## config.mk

```make
export PLATFORM = sky130hd
export DESIGN_NAME = alu_seq_ctrl
export DESIGN_NICKNAME = d
export VERILOG_FILES = /design/src/rtl/alu_seq_ctrl.sv
export SDC_FILE = /design/constraint.sdc
export NUM_CORES = 1
export LEC_CHECK = 0
export BUFFER_PORTS_ARGS = -buffer_cell sky130_fd_sc_hd__buf_2
export CORE_AREA = 8 8 91 93
export CTS_BUF_LIST = sky130_fd_sc_hd__clkbuf_8
export DETAILED_ROUTE_END_ITERATION = 6
export DIE_AREA = 0 0 99 101
export PLACE_DENSITY = 0.78
export SLEW_MARGIN = 10
export SYNTH_ARGS = -nofsm -noshare
export SYNTH_HDL_FRONTEND = slang
export SYNTH_SLANG_ARGS = --single-unit
```

## constraint.sdc

```tcl
create_clock -name Clock -period 2.8 [get_ports Clock]
set_clock_uncertainty 0.1 [all_clocks]
set_input_delay 0.42 -clock Clock [delete_from_list [all_inputs] [get_ports Clock]]
set_output_delay 0.42 -clock Clock [all_outputs]
set_load 0.03 [all_outputs]
```

## src/rtl/alu_seq_ctrl.sv

```systemverilog
// rtl/alu_seq_ctrl.sv - two-requester sequencer sharing one ALU_W-bit ALU slice over NBYTES chained passes
// Optional feature: define ALU_SEQ_STATS_EN to add OpCount/OvCount response statistics outputs.
module alu_seq_ctrl #(
  parameter int ALU_W  = 8,
  parameter int NBYTES = 2
) (
  input  logic                      Clock,
  input  logic                      Reset_n,
  input  logic [1:0]                ReqValid,
  output logic [1:0]                ReqReady,
  input  logic [1:0]                ReqFn0,
  input  logic [1:0]                ReqFn1,
  input  logic [ALU_W*NBYTES-1:0]   ReqA0,
  input  logic [ALU_W*NBYTES-1:0]   ReqB0,
  input  logic [ALU_W*NBYTES-1:0]   ReqA1,
  input  logic [ALU_W*NBYTES-1:0]   ReqB1,
  input  logic                      ReqCI0,
  input  logic                      ReqCI1,
  output logic [ALU_W-1:0]          AluA,
  output logic [ALU_W-1:0]          AluB,
  output logic [1:0]                AluFn,
  output logic                      AluCI,
  input  logic [ALU_W-1:0]          AluResult,
  input  logic                      AluCO,
  input  logic                      AluOV,
  output logic                      RspValid,
  input  logic                      RspReady,
  output logic                      RspId,
  output logic [ALU_W*NBYTES-1:0]   RspResult,
  output logic                      RspCO,
  output logic                      RspOV,
`ifdef ALU_SEQ_STATS_EN
  output logic [15:0]               OpCount,
  output logic [15:0]               OvCount,
`endif
  output logic                      Busy
);

  localparam int DW = ALU_W * NBYTES;
  localparam int KW = (NBYTES > 1) ? $clog2(NBYTES) : 1;

  typedef enum logic [1:0] {
    S_IDLE = 2'd0,
    S_PASS = 2'd1,
    S_DONE = 2'd2
  } state_t;

  state_t r_state;
  state_t w_next;

  // Operands are stored as byte arrays so the pass counter indexes them directly.
  logic [NBYTES-1:0][ALU_W-1:0] r_a;
  logic [NBYTES-1:0][ALU_W-1:0] r_b;
  logic [NBYTES-1:0][ALU_W-1:0] r_result;
  logic [1:0]                   r_fn;
  logic                         r_ci;
  logic                         r_id;
  logic                         r_prio;   // requester that wins a tie
  logic [KW-1:0]                r_k;
  logic                         r_carry;
  logic                         r_co;
  logic                         r_ov;

  logic          w_gnt0;
  logic          w_gnt1;
  logic          w_accept;
  logic          w_last;
  logic          w_hs;
  logic [1:0]    w_sel_fn;
  logic [DW-1:0] w_sel_a;
  logic [DW-1:0] w_sel_b;
  logic          w_sel_ci;

  // Arbitration and requester operand selection; ties go to r_prio.
  always_comb begin
    w_gnt0   = ReqValid[0] && (!ReqValid[1] || !r_prio);
    w_gnt1   = ReqValid[1] && (!ReqValid[0] ||  r_prio);
    w_accept = (r_state == S_IDLE) && (w_gnt0 || w_gnt1);
    w_last   = (r_k == KW'(NBYTES - 1));
    w_hs     = (r_state == S_DONE) && RspReady;
    w_sel_fn = w_gnt1 ? ReqFn1 : ReqFn0;
    w_sel_a  = w_gnt1 ? ReqA1  : ReqA0;
    w_sel_ci = w_gnt1 ? ReqCI1 : ReqCI0;
    w_sel_b  = w_gnt1 ? ReqB1  : ReqB0;
    // Op 01 pre-shifts B arithmetically so the ALU only ever needs its adder.
    if (w_sel_fn == 2'b01) begin
      w_sel_b = {w_sel_b[DW-1], w_sel_b[DW-1:1]};
    end
  end

  // State register.
  always_ff @(posedge Clock or negedge Reset_n) begin
    if (!Reset_n) begin
      r_state <= S_IDLE;
    end else begin
      r_state <= w_next;
    end
  end

  // Next-state logic: accept, walk the bytes, then hold until the response is taken.
  always_comb begin
    w_next = r_state;
    case (r_state)
      S_IDLE:  if (w_accept) w_next = S_PASS;
      S_PASS:  if (w_last)   w_next = S_DONE;
      S_DONE:  if (w_hs)     w_next = S_IDLE;
      default: w_next = S_IDLE;
    endcase
  end

  // Outputs: ALU drive comes from the latched operands so it holds outside PASS.
  always_comb begin
    ReqReady = 2'b00;
    Busy     = 1'b0;
    RspValid = 1'b0;
    AluA     = r_a[r_k];
    AluB     = r_b[r_k];
    AluFn    = r_fn[1] ? r_fn : 2'b00;
    AluCI    = r_fn[1] ? 1'b0 : ((r_k == '0) ? r_ci : r_carry);
    case (r_state)
      S_IDLE: ReqReady = {w_gnt1, w_gnt0};
      S_PASS: Busy = 1'b1;
      S_DONE: begin
        Busy     = 1'b1;
        RspValid = 1'b1;
      end
      default: ;
    endcase
  end

  // Datapath: latch the request at accept, collect one result byte per pass.
  always_ff @(posedge Clock or negedge Reset_n) begin
    if (!Reset_n) begin
      r_a      <= '0;
      r_b      <= '0;
      r_result <= '0;
      r_fn     <= 2'b00;
      r_ci     <= 1'b0;
      r_id     <= 1'b0;
      r_prio   <= 1'b0;
      r_k      <= '0;
      r_carry  <= 1'b0;
      r_co     <= 1'b0;
      r_ov     <= 1'b0;
    end else if (w_accept) begin
      r_a     <= w_sel_a;
      r_b     <= w_sel_b;
      r_fn    <= w_sel_fn;
      r_ci    <= w_sel_ci;
      r_id    <= w_gnt1;
      r_prio  <= ~w_gnt1;
      r_k     <= '0;
      r_carry <= 1'b0;
    end else if (r_state == S_PASS) begin
      r_result[r_k] <= AluResult;
      if (w_last) begin
        // Logic ops have no meaningful carry or overflow.
        r_co <= r_fn[1] ? 1'b0 : AluCO;
        r_ov <= r_fn[1] ? 1'b0 : AluOV;
      end else begin
        r_carry <= AluCO;
        r_k     <= r_k + KW'(1);
      end
    end
  end

  assign RspId     = r_id;
  assign RspResult = r_result;
  assign RspCO     = r_co;
  assign RspOV     = r_ov;

`ifdef ALU_SEQ_STATS_EN
  logic [15:0] r_op_cnt;
  logic [15:0] r_ov_cnt;

  // Saturating counts of delivered responses and of those reporting overflow.
  always_ff @(posedge Clock or negedge Reset_n) begin
    if (!Reset_n) begin
      r_op_cnt <= 16'h0000;
      r_ov_cnt <= 16'h0000;
    end else if (w_hs) begin
      if (r_op_cnt != 16'hFFFF) r_op_cnt <= r_op_cnt + 16'h0001;
      if (r_ov && (r_ov_cnt != 16'hFFFF)) r_ov_cnt <= r_ov_cnt + 16'h0001;
    end
  end

  assign OpCount = r_op_cnt;
  assign OvCount = r_ov_cnt;
`endif

endmodule

```

**After elaboration in Yosys (flattened, before gate mapping)**

Index checks and enable logic that the tools add are counted.

- Register bits: 59
- Output and inout bits: 42
- Word-level logic and storage cells: 75

- Add/subtract/negate cells: 1
- Magnitude comparators: 2
- Equality and inequality tests: 7
- Multiplexer cells: 30
- Bitwise operators: 2
- Reductions and logical operators: 18

Operator list:

| cell | count |
|---|---|
| $mux 8 | 5 |
| $mux 16 | 2 |
| $bwmux 16 | 1 |
| $mux 15 | 1 |
| $mux 1 | 13 |
| $mux 2 | 6 |
| $demux 8 s1 | 1 |
| $ne 2x2->1 const B | 3 |
| $pmux 2 s3 | 1 |
| $reduce_and 3->1 | 2 |
| $logic_and 1x1->1 | 5 |
| $eq 2x1->1 const B | 2 |
| $reduce_and 2->1 | 2 |
| $logic_not 1->1 | 3 |
| $logic_or 1x1->1 | 3 |
| $eq 2x2->1 const B | 1 |
| $logic_not 2->1 | 1 |
| $lt 1x2->1 const B | 1 |
| $ne 2x1->1 const B | 1 |
| $not 1->1 | 2 |
| $reduce_bool 2->1 | 1 |
| $reduce_or 2->1 | 1 |
| $add 1x1->1 const B | 1 |
| $ge 1x1->1 const B | 1 |

**Depth between registers and ports, before layout**

- Depth after elaboration: 7
- Mapped depth: 7
- Depth with buffers taken out: 6

**Least setup slack after synthesis**

OpenSTA, ideal clock, no wires.

- Kind: register -> output
- Start: reg r_state[0]
- End: out ReqReady[0]
- Arrival time: 1.368 ns
- Required time: 2.280 ns
- Slack: 0.912 ns
- Stages on the path, launching flop included: 5
- Buffers on the path: 0
- Path through: dfrtp_1 inv_1 ha_1 nand2_1 a21oi_1

- Cells in the longest elaborated chain, start to end: 2

Ends and longest elaborated chain:

| element | RTL line | RTL |
|---|---|---|
| start, declared | 48 | `state_t r_state;` |
| start signal, assigned | 96 | `r_state <= w_next;` |
| $logic_not 2->1 | 120 | `case (r_state)` |
| $mux 2 | 120 |  |
| end, declared | 10 | `output logic [1:0] ReqReady,` |

Every way passes these cells.

**Worst setup path after layout**

- Start: reg r_state[1]
- End: out ReqReady[0]

Same word-level chain as after synthesis.

==> impl_metrics.py <==
metrics = {
    "run_status": {
        "status": "complete, no violations",
    },
    "critical_path": {
        "critPathCapture": "ReqReady[0]",
        "rr_endpoint": "r_b[13]",
        "endpoint_kind": "output pin",
        "worstSetupPathType": "flop to output pin",
        "rrSetupSlack_ns": 0.70,
        "cp_data_arrival_time_ns": 1.84,
        "reg2reg_from": "r_state[1]",
        "critPathLaunch": "r_state[1]",
        "start_kind": "flop",
        "worstRegToRegCells": 7,
        "cp_max_fo": 5,
        "cp.required_ns": 2.28,
    },
    "sta": {
        "hold_slack_ns": 0.142,
        "finalCriticalPeriod_ns": 2.36,
        "worst_slack_ns": 0.443,
        "maxSlewViolCount": 0,
        "fin_crit_sh_pct": 84.2,
        "max_slew.worst_pin.slew_ns": 0.744,
        "hold_viol": 0,
        "setup_viol": 0,
        "tns_ns": 0,
        "relSlewSlack_pct": 50.4,
        "fmax_mhz": 424,
        "rsz0062_at_grt": "no",
    },
    "floorplanning": {
        "row_count": 31,
        "die_h_um": 101,
        "io_pins": 127,
        "coreArea_um2": 6940,
        "die_w_um": 99,
        "start_util_pct": 47.6,
        "dieArea_um2": 10000,
    },
    "finish": {
        "n_antenna_cell": 0,
        "final_cells": 520,
        "fin_area_um2": 4170,
        "mostFrequentLayoutCells": "buf_2 (126), dfrtp_1 (59), nand2_1 (40), mux2_2 (34), o21ai_0 (33)",
        "fin_nets": 523,
        "final_common_cell": "buf_2",
        "num-fill-cells": 596,
        "area.growth.synth_to_final_pct": 26.2,
        "drive_above_1_share_pct": 47.9,
        "final_util_pct": 60.1,
    },
    "routing": {
        "vias": 2806,
        "wl_um": 8970,
        "drc": 0,
        "antenna_left": 0,
        "first_pass_iters": 4,
        "first_iter_violations": 154,
        "wl_per_cell_um": 17.3,
        "viasPerCell": 5.40,
    },
    "worst_hold_path": {
        "hold_path.class": "input pin to async pin",
    },
    "synth": {
        "avgSynthCellArea_um2": 10.6,
        "ys_seq_area_share_pct": 44.6,
        "synth-simple-area-share_pct": 10.7,
        "synth_adder_area_share_pct": 1.89,
        "synthXorXnorAreaFrac_pct": 0,
        "synth_top_family_by_area": "compound AO/OA/AOI/OAI gates",
        "synth_compound_area_share_pct": 20.1,
        "synth_area_um2": 3310,
        "ys_ff_latch": 59,
        "synth_mux_area_share_pct": 17.9,
        "syn_inst": 313,
        "synth_nets": 403,
        "ys_types": 37,
        "synth_warnings": 0,
    },
    "clock_tree": {
        "post_cts_hold_buffer_count": 0,
        "clock_latency_ns": 0.33,
        "post_cts_buffers": 0,
        "htreeDepth": 3,
        "clock_path_buffers": 2,
        "clock_sinks": 59,
        "cts_tree": "built",
        "numCtsBuffers": 9,
        "cts_root_buf": "clkbuf_8",
        "cts_resized": 0,
        "clkTransAtPathRegs_ns": 0.06,
    },
    "placed_design": {
        "place_inst": 504,
        "portBuffers": 126,
        "place_area_um2": 3970,
        "place_congestion": 0.867,
        "place_ws_ns": 0.717,
        "dp_hpwl_um": 6840,
    },
    "run": {
        "drv_cap": 0,
    },
    "pwr": {
        "ir_drop_mv": 0.703,
        "powerDensity_nw_per_um2": 1200,
        "fin_total_pwr_mw": 5.02,
        "p_leak_nw": 2.06,
    },
    "global_route": {
        "grt.total_usage_pct": 17.8,
        "grt_pass1_wl_um": 14200,
        "grt_max_degree": 60,
        "antenna_found_initial": 0,
        "grt-ovfl-total": 0,
        "grt_pass1_vias": 2885,
    },
}
-- worst max-delay path, stage by stage, from the launching register on --
cell and delay [ns]:
dfrtp_1 0.40, inv_1 0.13, ha_1 0.29, nand2_1 0.08
a21oi_1 0.33, buf_2 0.28
-- layout make-up --
cell class / count / area, um2 / area share [%]
inverters: 6 / 22.5 / 0.540
well taps: 82 / 103 / 2.46
multi-input cells: 223 / 1680 / 40.2
clock inverters: 5 / 52.6 / 1.26
flip-flops and latches: 59 / 1480 / 35.4
clock buffers: 11 / 151 / 3.63
repair buffers: 134 / 691 / 16.6
-- power by group --
part           internal, mW  switching, mW  total [mW]
registers              1.28          0.225        1.51
clock network         0.454          0.326       0.780
logic                  1.01           1.72        2.73
total                  2.75           2.27        5.02
-- cell usage after synthesis (all sizes together) --
library cell | instances | area (um2)
nand2b | 3 | 18.8
o311ai | 1 | 8.76
clkbuf | 10 | 37.5
dfrtp | 59 | 1480
inv | 6 | 22.5
a21oi | 18 | 90.1
and4b | 1 | 10.0
a211o | 2 | 17.5
nor2 | 19 | 71.3
mux2 | 34 | 383
o31ai | 1 | 7.51
mux2i | 21 | 210
or3b | 1 | 11.3
a21o | 3 | 22.5
ha | 5 | 62.6
a221oi | 13 | 183
a211oi | 9 | 113
nand3b | 2 | 15.0
o21ai | 34 | 170
and2 | 2 | 15.0
and3 | 3 | 18.8
buf | 15 | 97.6
nor2b | 3 | 26.3
o21a | 1 | 7.51
nand2 | 42 | 168
o31a | 1 | 8.76
a22oi | 4 | 35.0
-- cell families after synthesis --
logic type      Yosys count
flops                    59
mux                      55
compound gates           87
fa+ha+maj                 5
buf+inv                  31
simple gates             76
-- how the worst min path moves through the flow --
stage	end	slack, ns	depth (start not counted)
2_1_floorplan	RspCO	0.02	0
3_3_place_gp	r_a[14]	0.36	2
3_5_place_dp	RspId	0.36	1
4_1_cts	RspResult[12]	0.16	2
5_1_grt	r_a[7]	0.18	3
6_report	RspResult[12]	0.14	2
-- registers in the layout, summed over array words and instances (netlist names) --
| name | flops |
|---|---|
| r_carry | 1 |
| RspResult | 16 |
| RspOV | 1 |
| RspCO | 1 |
| RspId | 1 |
| r_state | 2 |
| r_prio | 1 |
| r_ci | 1 |
| r_b | 16 |
| r_fn | 2 |
| r_a | 16 |
| r_k | 1 |
-- layer usage --
| metal | up-vias | GRT usage [%] | wire length (um) |
|---|---|---|---|
| met5 | - | 0 | 0 |
| met4 | 0 | 7.08 | 215 |
| met3 | 18 | 7.11 | 633 |
| met2 | 103 | 29.4 | 4380 |
| met1 | 1327 | 20.2 | 3740 |
| li1 | 1358 | - | - |
(Power assumes the default switching activity.)
